## src/rtl/spi_midi_decoder.sv

```systemverilog
// spi_midi_decoder: turns the byte stream from an upstream SPI receiver into
// note gate/pitch/velocity and control-change registers for one MIDI channel,
// and keeps a saturating count of protocol errors.
module spi_midi_decoder #(
    parameter logic [3:0]  CHANNEL        = 4'd0,
    parameter int unsigned TIMEOUT_CYCLES = 50000
) (
    input  logic       i_sys_clk,
    input  logic       i_rst_n,
    input  logic [7:0] i_data,
    input  logic       i_data_valid,
    output logic       o_gate,
    output logic [6:0] o_note,
    output logic [6:0] o_velocity,
    output logic       o_note_strobe,
    output logic [6:0] o_cc_num,
    output logic [6:0] o_cc_val,
    output logic       o_cc_strobe,
    output logic [7:0] o_err_count
);

    typedef enum logic [1:0] { IDLE, DATA1, DATA2 } state_e;
    // CMD_NONE also marks a message for another channel: its data bytes are
    // parsed and swallowed silently, but nothing executes on completion.
    typedef enum logic [1:0] { CMD_NONE, CMD_NOTE_ON, CMD_NOTE_OFF, CMD_CC } cmd_e;

    localparam logic [15:0] TIMEOUT_LAST = 16'(TIMEOUT_CYCLES - 1);

    state_e      state_q, state_d;
    cmd_e        cmd_q, cmd_d, status_cmd;
    logic [6:0]  d1_q, d1_d;
    logic [15:0] timer_q, timer_d;
    logic        gate_q, gate_d;
    logic [6:0]  note_q, note_d;
    logic [6:0]  vel_q, vel_d;
    logic [6:0]  cc_num_q, cc_num_d;
    logic [6:0]  cc_val_q, cc_val_d;
    logic        note_strobe_q, note_strobe_d;
    logic        cc_strobe_q, cc_strobe_d;
    logic [7:0]  err_q, err_d;
    logic [1:0]  err_inc;
    logic [8:0]  err_sum;

    logic       is_status, is_data, known_cmd, timeout, note_off;
    logic [6:0] d2;

    assign is_status = i_data_valid & i_data[7];
    assign is_data   = i_data_valid & ~i_data[7];
    assign d2        = i_data[6:0];
    // A byte arriving on the expiry edge wins over the timeout.
    assign timeout   = (state_q != IDLE) && !i_data_valid && (timer_q == TIMEOUT_LAST);
    assign note_off  = (cmd_q == CMD_NOTE_OFF) || ((cmd_q == CMD_NOTE_ON) && (d2 == 7'd0));

    // Classify a status byte: is it a known command type, and which command it latches here.
    always_comb begin
        // NOTE: every signal written here gets a default first, so no path can infer a latch.
        known_cmd  = 1'b1;
        status_cmd = CMD_NONE;
        case (i_data[7:4])
            4'h9:    status_cmd = CMD_NOTE_ON;
            4'h8:    status_cmd = CMD_NOTE_OFF;
            4'hB:    status_cmd = CMD_CC;
            default: known_cmd  = 1'b0;
        endcase
        if (i_data[3:0] != CHANNEL) status_cmd = CMD_NONE;
    end

    // Parser state register.
    always_ff @(posedge i_sys_clk or negedge i_rst_n) begin
        // NOTE: sequential state is updated with non-blocking assignments only.
        if (!i_rst_n) state_q <= IDLE;
        else          state_q <= state_d;
    end

    // Next-state logic: status bytes restart from any state, data bytes advance.
    always_comb begin
        state_d = state_q;
        if (is_status) begin
            state_d = known_cmd ? DATA1 : IDLE;
        end else if (is_data) begin
            case (state_q)
                DATA1:   state_d = DATA2;
                default: state_d = IDLE;
            endcase
        end else if (timeout) begin
            state_d = IDLE;
        end
    end

    // Datapath and output next values: latching, command execution, error accounting.
    always_comb begin
        cmd_d         = cmd_q;
        d1_d          = d1_q;
        timer_d       = timer_q;
        gate_d        = gate_q;
        note_d        = note_q;
        vel_d         = vel_q;
        cc_num_d      = cc_num_q;
        cc_val_d      = cc_val_q;
        note_strobe_d = 1'b0;
        cc_strobe_d   = 1'b0;
        err_inc       = 2'd0;

        if (i_data_valid)          timer_d = 16'd0;
        else if (state_q != IDLE)  timer_d = timeout ? 16'd0 : timer_q + 16'd1;

        if (is_status) begin
            cmd_d = status_cmd;
            if (state_q != IDLE) err_inc = err_inc + 2'd1;  // partial message aborted
            if (!known_cmd)      err_inc = err_inc + 2'd1;  // unsupported status
        end else if (is_data) begin
            case (state_q)
                IDLE:  err_inc = 2'd1;                      // stray data, no running status
                DATA1: d1_d    = i_data[6:0];
                DATA2: begin
                    if (cmd_q == CMD_CC) begin
                        cc_num_d    = d1_q;
                        cc_val_d    = d2;
                        cc_strobe_d = 1'b1;
                    end else if ((cmd_q == CMD_NOTE_ON) && (d2 != 7'd0)) begin
                        note_d        = d1_q;
                        vel_d         = d2;
                        gate_d        = 1'b1;
                        note_strobe_d = 1'b1;
                    end else if (note_off && (d1_q == note_q)) begin
                        gate_d        = 1'b0;
                        note_strobe_d = 1'b1;
                    end
                end
                default: ;
            endcase
        end else if (timeout) begin
            err_inc = 2'd1;
        end

        err_sum = {1'b0, err_q} + {7'd0, err_inc};
        err_d   = err_sum[8] ? 8'hFF : err_sum[7:0];
    end

    // Datapath and registered outputs.
    always_ff @(posedge i_sys_clk or negedge i_rst_n) begin
        if (!i_rst_n) begin
            cmd_q         <= CMD_NONE;
            d1_q          <= 7'd0;
            timer_q       <= 16'd0;
            gate_q        <= 1'b0;
            note_q        <= 7'd0;
            vel_q         <= 7'd0;
            cc_num_q      <= 7'd0;
            cc_val_q      <= 7'd0;
            note_strobe_q <= 1'b0;
            cc_strobe_q   <= 1'b0;
            err_q         <= 8'd0;
        end else begin
            cmd_q         <= cmd_d;
            d1_q          <= d1_d;
            timer_q       <= timer_d;
            gate_q        <= gate_d;
            note_q        <= note_d;
            vel_q         <= vel_d;
            cc_num_q      <= cc_num_d;
            cc_val_q      <= cc_val_d;
            note_strobe_q <= note_strobe_d;
            cc_strobe_q   <= cc_strobe_d;
            err_q         <= err_d;
        end
    end

    assign o_gate        = gate_q;
    assign o_note        = note_q;
    assign o_velocity    = vel_q;
    assign o_note_strobe = note_strobe_q;
    assign o_cc_num      = cc_num_q;
    assign o_cc_val      = cc_val_q;
    assign o_cc_strobe   = cc_strobe_q;
    assign o_err_count   = err_q;

endmodule
```

## config.mk

```make
export PLATFORM = sky130hd
export DESIGN_NAME = spi_midi_decoder
export DESIGN_NICKNAME = d
export VERILOG_FILES = /design/src/rtl/spi_midi_decoder.sv
export SDC_FILE = /design/constraint.sdc
export NUM_CORES = 1
export LEC_CHECK = 0
export ABC_CLOCK_PERIOD_IN_PS = 6300
export BUFFER_PORTS_ARGS = -buffer_cell sky130_fd_sc_hd__buf_2
export CAP_MARGIN = 20
export CORE_ASPECT_RATIO = 0.6
export CORE_MARGIN = 3
export CORE_UTILIZATION = 60
export DETAILED_ROUTE_END_ITERATION = 16
export GPL_TIMING_DRIVEN = 0
export PLACE_DENSITY = 0.87
export SYNTH_ARGS = -nofsm -noshare
export SYNTH_HDL_FRONTEND = slang
export SYNTH_SLANG_ARGS = --single-unit
```

## constraint.sdc

```tcl
create_clock -name i_sys_clk -period 6.3 [get_ports i_sys_clk]
set_input_delay 0.63 -clock i_sys_clk [delete_from_list [all_inputs] [get_ports i_sys_clk]]
set_output_delay 0.63 -clock i_sys_clk [all_outputs]
set_load 0.005 [all_outputs]
```

### Word-level counts from Yosys, hierarchy flattened

Cells that the tools add are included.

* register bits after elaboration: 66
* latch bits: 0
* RAM bits: 0
* memory bits (read-only): 0
* bits of input ports: 11
* output and inout bits: 39
* memories kept: 0

* $add $sub $neg: 3
* multipliers: 0
* divide/modulo/power cells: 0
* $lt $le $gt $ge: 0
* equal/unequal tests: 10
* shift operators: 0
* multiplexer cells: 31
* bitwise logic cells: 5
* reduce and logical (&&, ||, !) cells: 20

Operators by type and width (number)
* $mux 16: 3
* $mux 2: 9
* $mux 1: 17
* $add 16x1->16 const B: 1
* $eq 16x16->1 const B: 1
* $eq 4x4->1 const B: 3
* $reduce_and 5->1: 2
* $add 8x2->9: 1
* $mux 8: 1
* $eq 7x7->1: 1
* $logic_not 7->1: 1
* $reduce_bool 7->1: 1
* $eq 2x2->1 const B: 3
* $pmux 2 s3: 1
* $reduce_bool 2->1: 3
* $logic_and 1x1->1: 5
* $eq 2x1->1 const B: 2
* $reduce_and 4->1: 1
* $reduce_bool 4->1: 1
* $not 1->1: 3
* $reduce_and 3->1: 1
* $reduce_bool 3->1: 1
* $reduce_or 3->1: 1
* $add 2x1->2 const B: 1
* other kinds (4): 5

### Longest topological paths before layout

* depth in word-level cells: 10
* depth in mapped cells: 14

### Worst setup path after synthesis

No wires, ideal clock.

* path type: input -> register
* start: in i_data[5]
* end: reg err_q[0] (netlist: o_err_count[0])
* arrival: 2889 ps
* path slack: 3341 ps
* stages on the path: 14
* cells stage by stage: nor2b_1 or3b_2 ha_1 nand2_1 o21ai_0 nand2_1 o21ai_1 ha_1 inv_1 fa_1 nand2b_1 nor2_1 nand3_1 nand2b_1

* word-level cells in the longest chain between the ends: 7
* elaborated cells on any way between the ends: 9
* classes of those cells: 1 x add/sub; 3 x eq/ne; 4 x mux; 1 x reduce/logical

Ends and longest elaborated chain
* start: declaration: line 10 `input logic [7:0] i_data,`
* $eq 4x4->1: line 59 `case (i_data[7:4])`
* $reduce_or 3->1 (no line) (*)
* $mux 1 (*): line 59
* $mux 2 (*): line 110 `if (!known_cmd) err_inc = err_inc + 2'd1;`
* $mux 2 (*): line 107 `if (is_status) begin`
* $add 8x2->9 (*): line 136 `err_sum = {1'b0, err_q} + {7'd0, err_inc};`
* $mux 8 (*): line 137 `err_d = err_sum[8] ? 8'hFF : err_sum[7:0];`
* via err_d[0]: line 40 `logic [7:0] err_q, err_d;`
* end signal: assignment: line 165 `err_q <= err_d;`
* end: declaration: line 40

Mark *: on every way through the listed nets, which the timed path passes. The rest lies on a longest branch.
A chain may end at the register's enable or synchronous reset.

### Worst setup path in the final report

* start: reg timer_q[12]
* end: reg err_q[0] (netlist: o_err_count[0])

* word-level cells in the longest chain between the ends: 7

Ends and longest elaborated chain
* start: declaration: line 32 `logic [15:0] timer_q, timer_d;`
* start signal: assignment: line 157 `timer_q <= timer_d;`
* $eq 16x16->1: line 51 `assign timeout = (state_q != IDLE) && !i_data_valid && (timer_q == TIMEOUT_LAST);`
* $logic_and 1x1->1: line 51
* $mux 1: line 132 `end else if (timeout) begin`
* $mux 2: line 111 `end else if (is_data) begin`
* $mux 2: line 107
* $add 8x2->9: line 136
* $mux 8: line 137
* via err_d[0]: line 40

The timed path passes the listed nets, and every way through them passes these cells.

==> metrics.txt <==
Final Hold Vio Count=0; DRC=0; post-route minimum period=between 3 and 4 ns; Worst Reg2Reg Path Length in Cells=12; Final Max Slew Viols=0; Starting Density=65.6%; crit end category=register; crit path kind=register to register; number of cells on the critical path=12; initial antenna violation count=0; final number of setup-violating endpoints=0; IO Count=50; Clk pin slew, worst setup/hold paths=0.07 ns; core area=between 4000 and 5000 µm²; CP max stage cell=or4b_4; vias in the first global route=around 2200; Resize count post-CTS=0; Area Overhead vs Synth=16.6%; CP Buf/Inv Count=2; Sum Neg Setup Slack=0 ns; TritonCTS clock tree=yes; maximum vdd drop=between 200 and 250 µV; asr flop ratio synth=100%; Critical Path Fanout Max=10; Worst path max stage delay=0.57 ns; max_cap viols=0; vias per std cell=5.78; Worst EP required=6.57 ns; actual slew at the worst max-slew pin=~0.8 ns; largest net degree at the start of global routing=67; Power Density=270 nW/µm²; overall power=around 0.0010 W; Core Rows=19; dpl hpwl=4750 µm; total gr overflow=0; share of layout cells above drive strength 1=37.0%; Post-synth EDFFs=0; Rel. slew slack=46.7%; hold crit path type=primary input to async pin; fmax=320 MHz; Placer Congestion=0.863; Main synth FF type=dfrtp_1; fin area=3690 µm²; delay-heaviest family, CP=simple AND/OR/NAND/NOR gates; cell leakage power=around 1.9 nW; Synth Net Count=274; Root Driver=clkbuf_8; crit path cell chain=or4b_4, nor4_4, buf_6, nand2_1, o21ai_1, ha_1, inv_1, fa_1, nand2b_1, nor2_1, nand3_1, nand2b_1; cell with the most instances on the worst path=nand2b_1; Die Area=6210 µm²; status=finished, final reports clean; fin cells=385; first-pass GRT wire length=11000 µm; #FFs+latches synth=66; WL final=~6500 µm; Num CTS Buffers=9; GRT Overall Usage=between 20% and 30%; Vias=2226; Arrival @ worst endpoint=3.40 ns; Post-layout nets=333; Synth Instances=258; Synth cell types=47; CTS Sinks=between 60 and 70; fin crit share=49.6%; Bufs on Longest Clock Path=2; DIE HEIGHT=62.3 µm; Post-CTS Setup Inserts=0; Avg Cell Area, Syn=12.3 µm²; drt first-iter violations=151; H-tree Lvls=3; die width=99.8 µm; wire per inst=between 15 and 20 µm; Syn. warnings=0; port bufs=48; Syn Std Cell Area=3170 µm²; worst skew pair latency=0.34 ns; first-pass detailed-route iteration total=4; clock skew=0.00949 ns; Final ANT Viol Nets=0; placed cell count=around 370; RSZ-0062 raised after global routing=false; CTS Hold Bufs=0; placed cell areas=3490 µm²; CP Launch Type=register; Ant. Diodes=0; Seq/Total Area, Yosys=52.2%
==> final cells by class <==
type / instances / area (µm²)
plain buffers: 7 / 51.3
clock buffers: 12 / 155
clock inverters: 4 / 50.0
fillers: 320 / 1130
inverters: 9 / 33.8
multi-input cells: 176 / 1430
flip-flops and latches: 66 / 1650
well taps: 63 / 78.8
repair buffers: 48 / 243
==> synth_stat cells (all sizes together) (3+ instances only) <==
| library cell | count | share of area (%) |
|---|---|---|
| a21o | 3 | 0.71 |
| a22o | 3 | 0.83 |
| buf | 5 | 1.4 |
| dfrtp | 66 | 52 |
| ha | 4 | 1.6 |
| inv | 9 | 1.1 |
| mux2 | 36 | 14 |
| nand2 | 20 | 2.4 |
| nand3 | 9 | 1.4 |
| nand4 | 8 | 1.6 |
| nor2 | 17 | 2.9 |
| nor2b | 3 | 0.59 |
| nor3 | 7 | 1.1 |
| nor4 | 10 | 2.8 |
| o21ai | 4 | 0.63 |
| xnor2 | 8 | 2.2 |
| xor2 | 15 | 4.1 |
==> state kept, by name (all words and copies together), names as in the netlist <==
name / cells
o_velocity: 7
o_cc_val: 7
o_note: 7
state_q: 2
o_cc_num: 7
o_err_count: 8
timer_q: 16
d1_q: 7
o_cc_strobe: 1
cmd_q: 2
o_note_strobe: 1
o_gate: 1
==> per-layer routing <==
layer | global-route usage (%) | part of all wire, % | vias up
met5 | 0 | 0 | -
met4 | 6.30 | 1.3 | 0
met3 | 7.16 | 5.7 | 12
met2 | 34.6 | 46 | 64
met1 | 31.4 | 47 | 1108
li1 | - | - | 1042
==> layout by cell type (no fill, tap or decap), drive strengths merged, types with 4 or more instances in the layout <==
cell / count
o21ai: 4
inv: 9
mux2: 36
clkbuf: 14
nand2: 20
ha: 4
dfrtp: 66
xnor2: 8
xor2: 15
nand3: 9
nor3: 7
nand4: 8
buf: 53
nor4: 10
nor2: 17
==> per-stage QoR <==
stage	util [%]	setup WS (ns)	hold WS, ns
after global placement	72.2	2.96	0.466
final	76.5	3.17	0.371
after detailed placement	72.3	2.93	0.469
after CTS	76.5	3.18	0.397
after global routing	76.5	2.87	0.426
after floorplan	-	3.34	0.334
==> path summary, 6_finish.rpt <==
| check | from | to | slack, ns |
|---|---|---|---|
| worst max-delay path | timer_q[12]$_DFFE_PN0P_ | o_err_count[0]$_DFF_PN0_ | 3.17 |
| worst min-delay path | i_rst_n | timer_q[7]$_DFFE_PN0P_ | 0.37 |
| worst max register to register | timer_q[12]$_DFFE_PN0P_ | o_err_count[0]$_DFF_PN0_ | 3.17 |
| worst min register to register | o_velocity[4]$_DFFE_PN0P_ | o_velocity[4]$_DFFE_PN0P_ | 0.50 |
| max in group asynchronous | i_rst_n | o_err_count[6]$_DFF_PN0_ | 5.40 |
| min in group i_sys_clk | o_velocity[4]$_DFFE_PN0P_ | o_velocity[4]$_DFFE_PN0P_ | 0.50 |
==> kinds of logic (layout without fill, tap and decap cells) <==
family	after synthesis	count (layout)	share of synthesized area (%)
flops	66	66	52.2
xor+xnor	23	23	6.36
mux	36	36	13.9
compound gates	21	21	5.06
buf+inv	16	80	2.69
simple gates	91	91	17.7
fa+ha+maj	5	5	2.21
==> worst register-to-register path, delay by kind of cell, from the launching register on <==
kind | cells | cell delay [ns]
adder cells (fa/ha/maj) | 2 | 0.58
buffers and inverters | 2 | 0.24
flip-flops | 1 | 0.43
AND/OR/NAND/NOR | 7 | 1.68
AO/OA/AOI/OAI | 1 | 0.13
==> power breakdown <==
part / internal (W) / switching, W
Combinational: 0.0000621 / 0.0000677
Sequential: 0.000461 / 0.0000462
Clock: 0.000204 / 0.000157
Total: 0.000727 / 0.000271
Power figures use the tool's default switching activity.
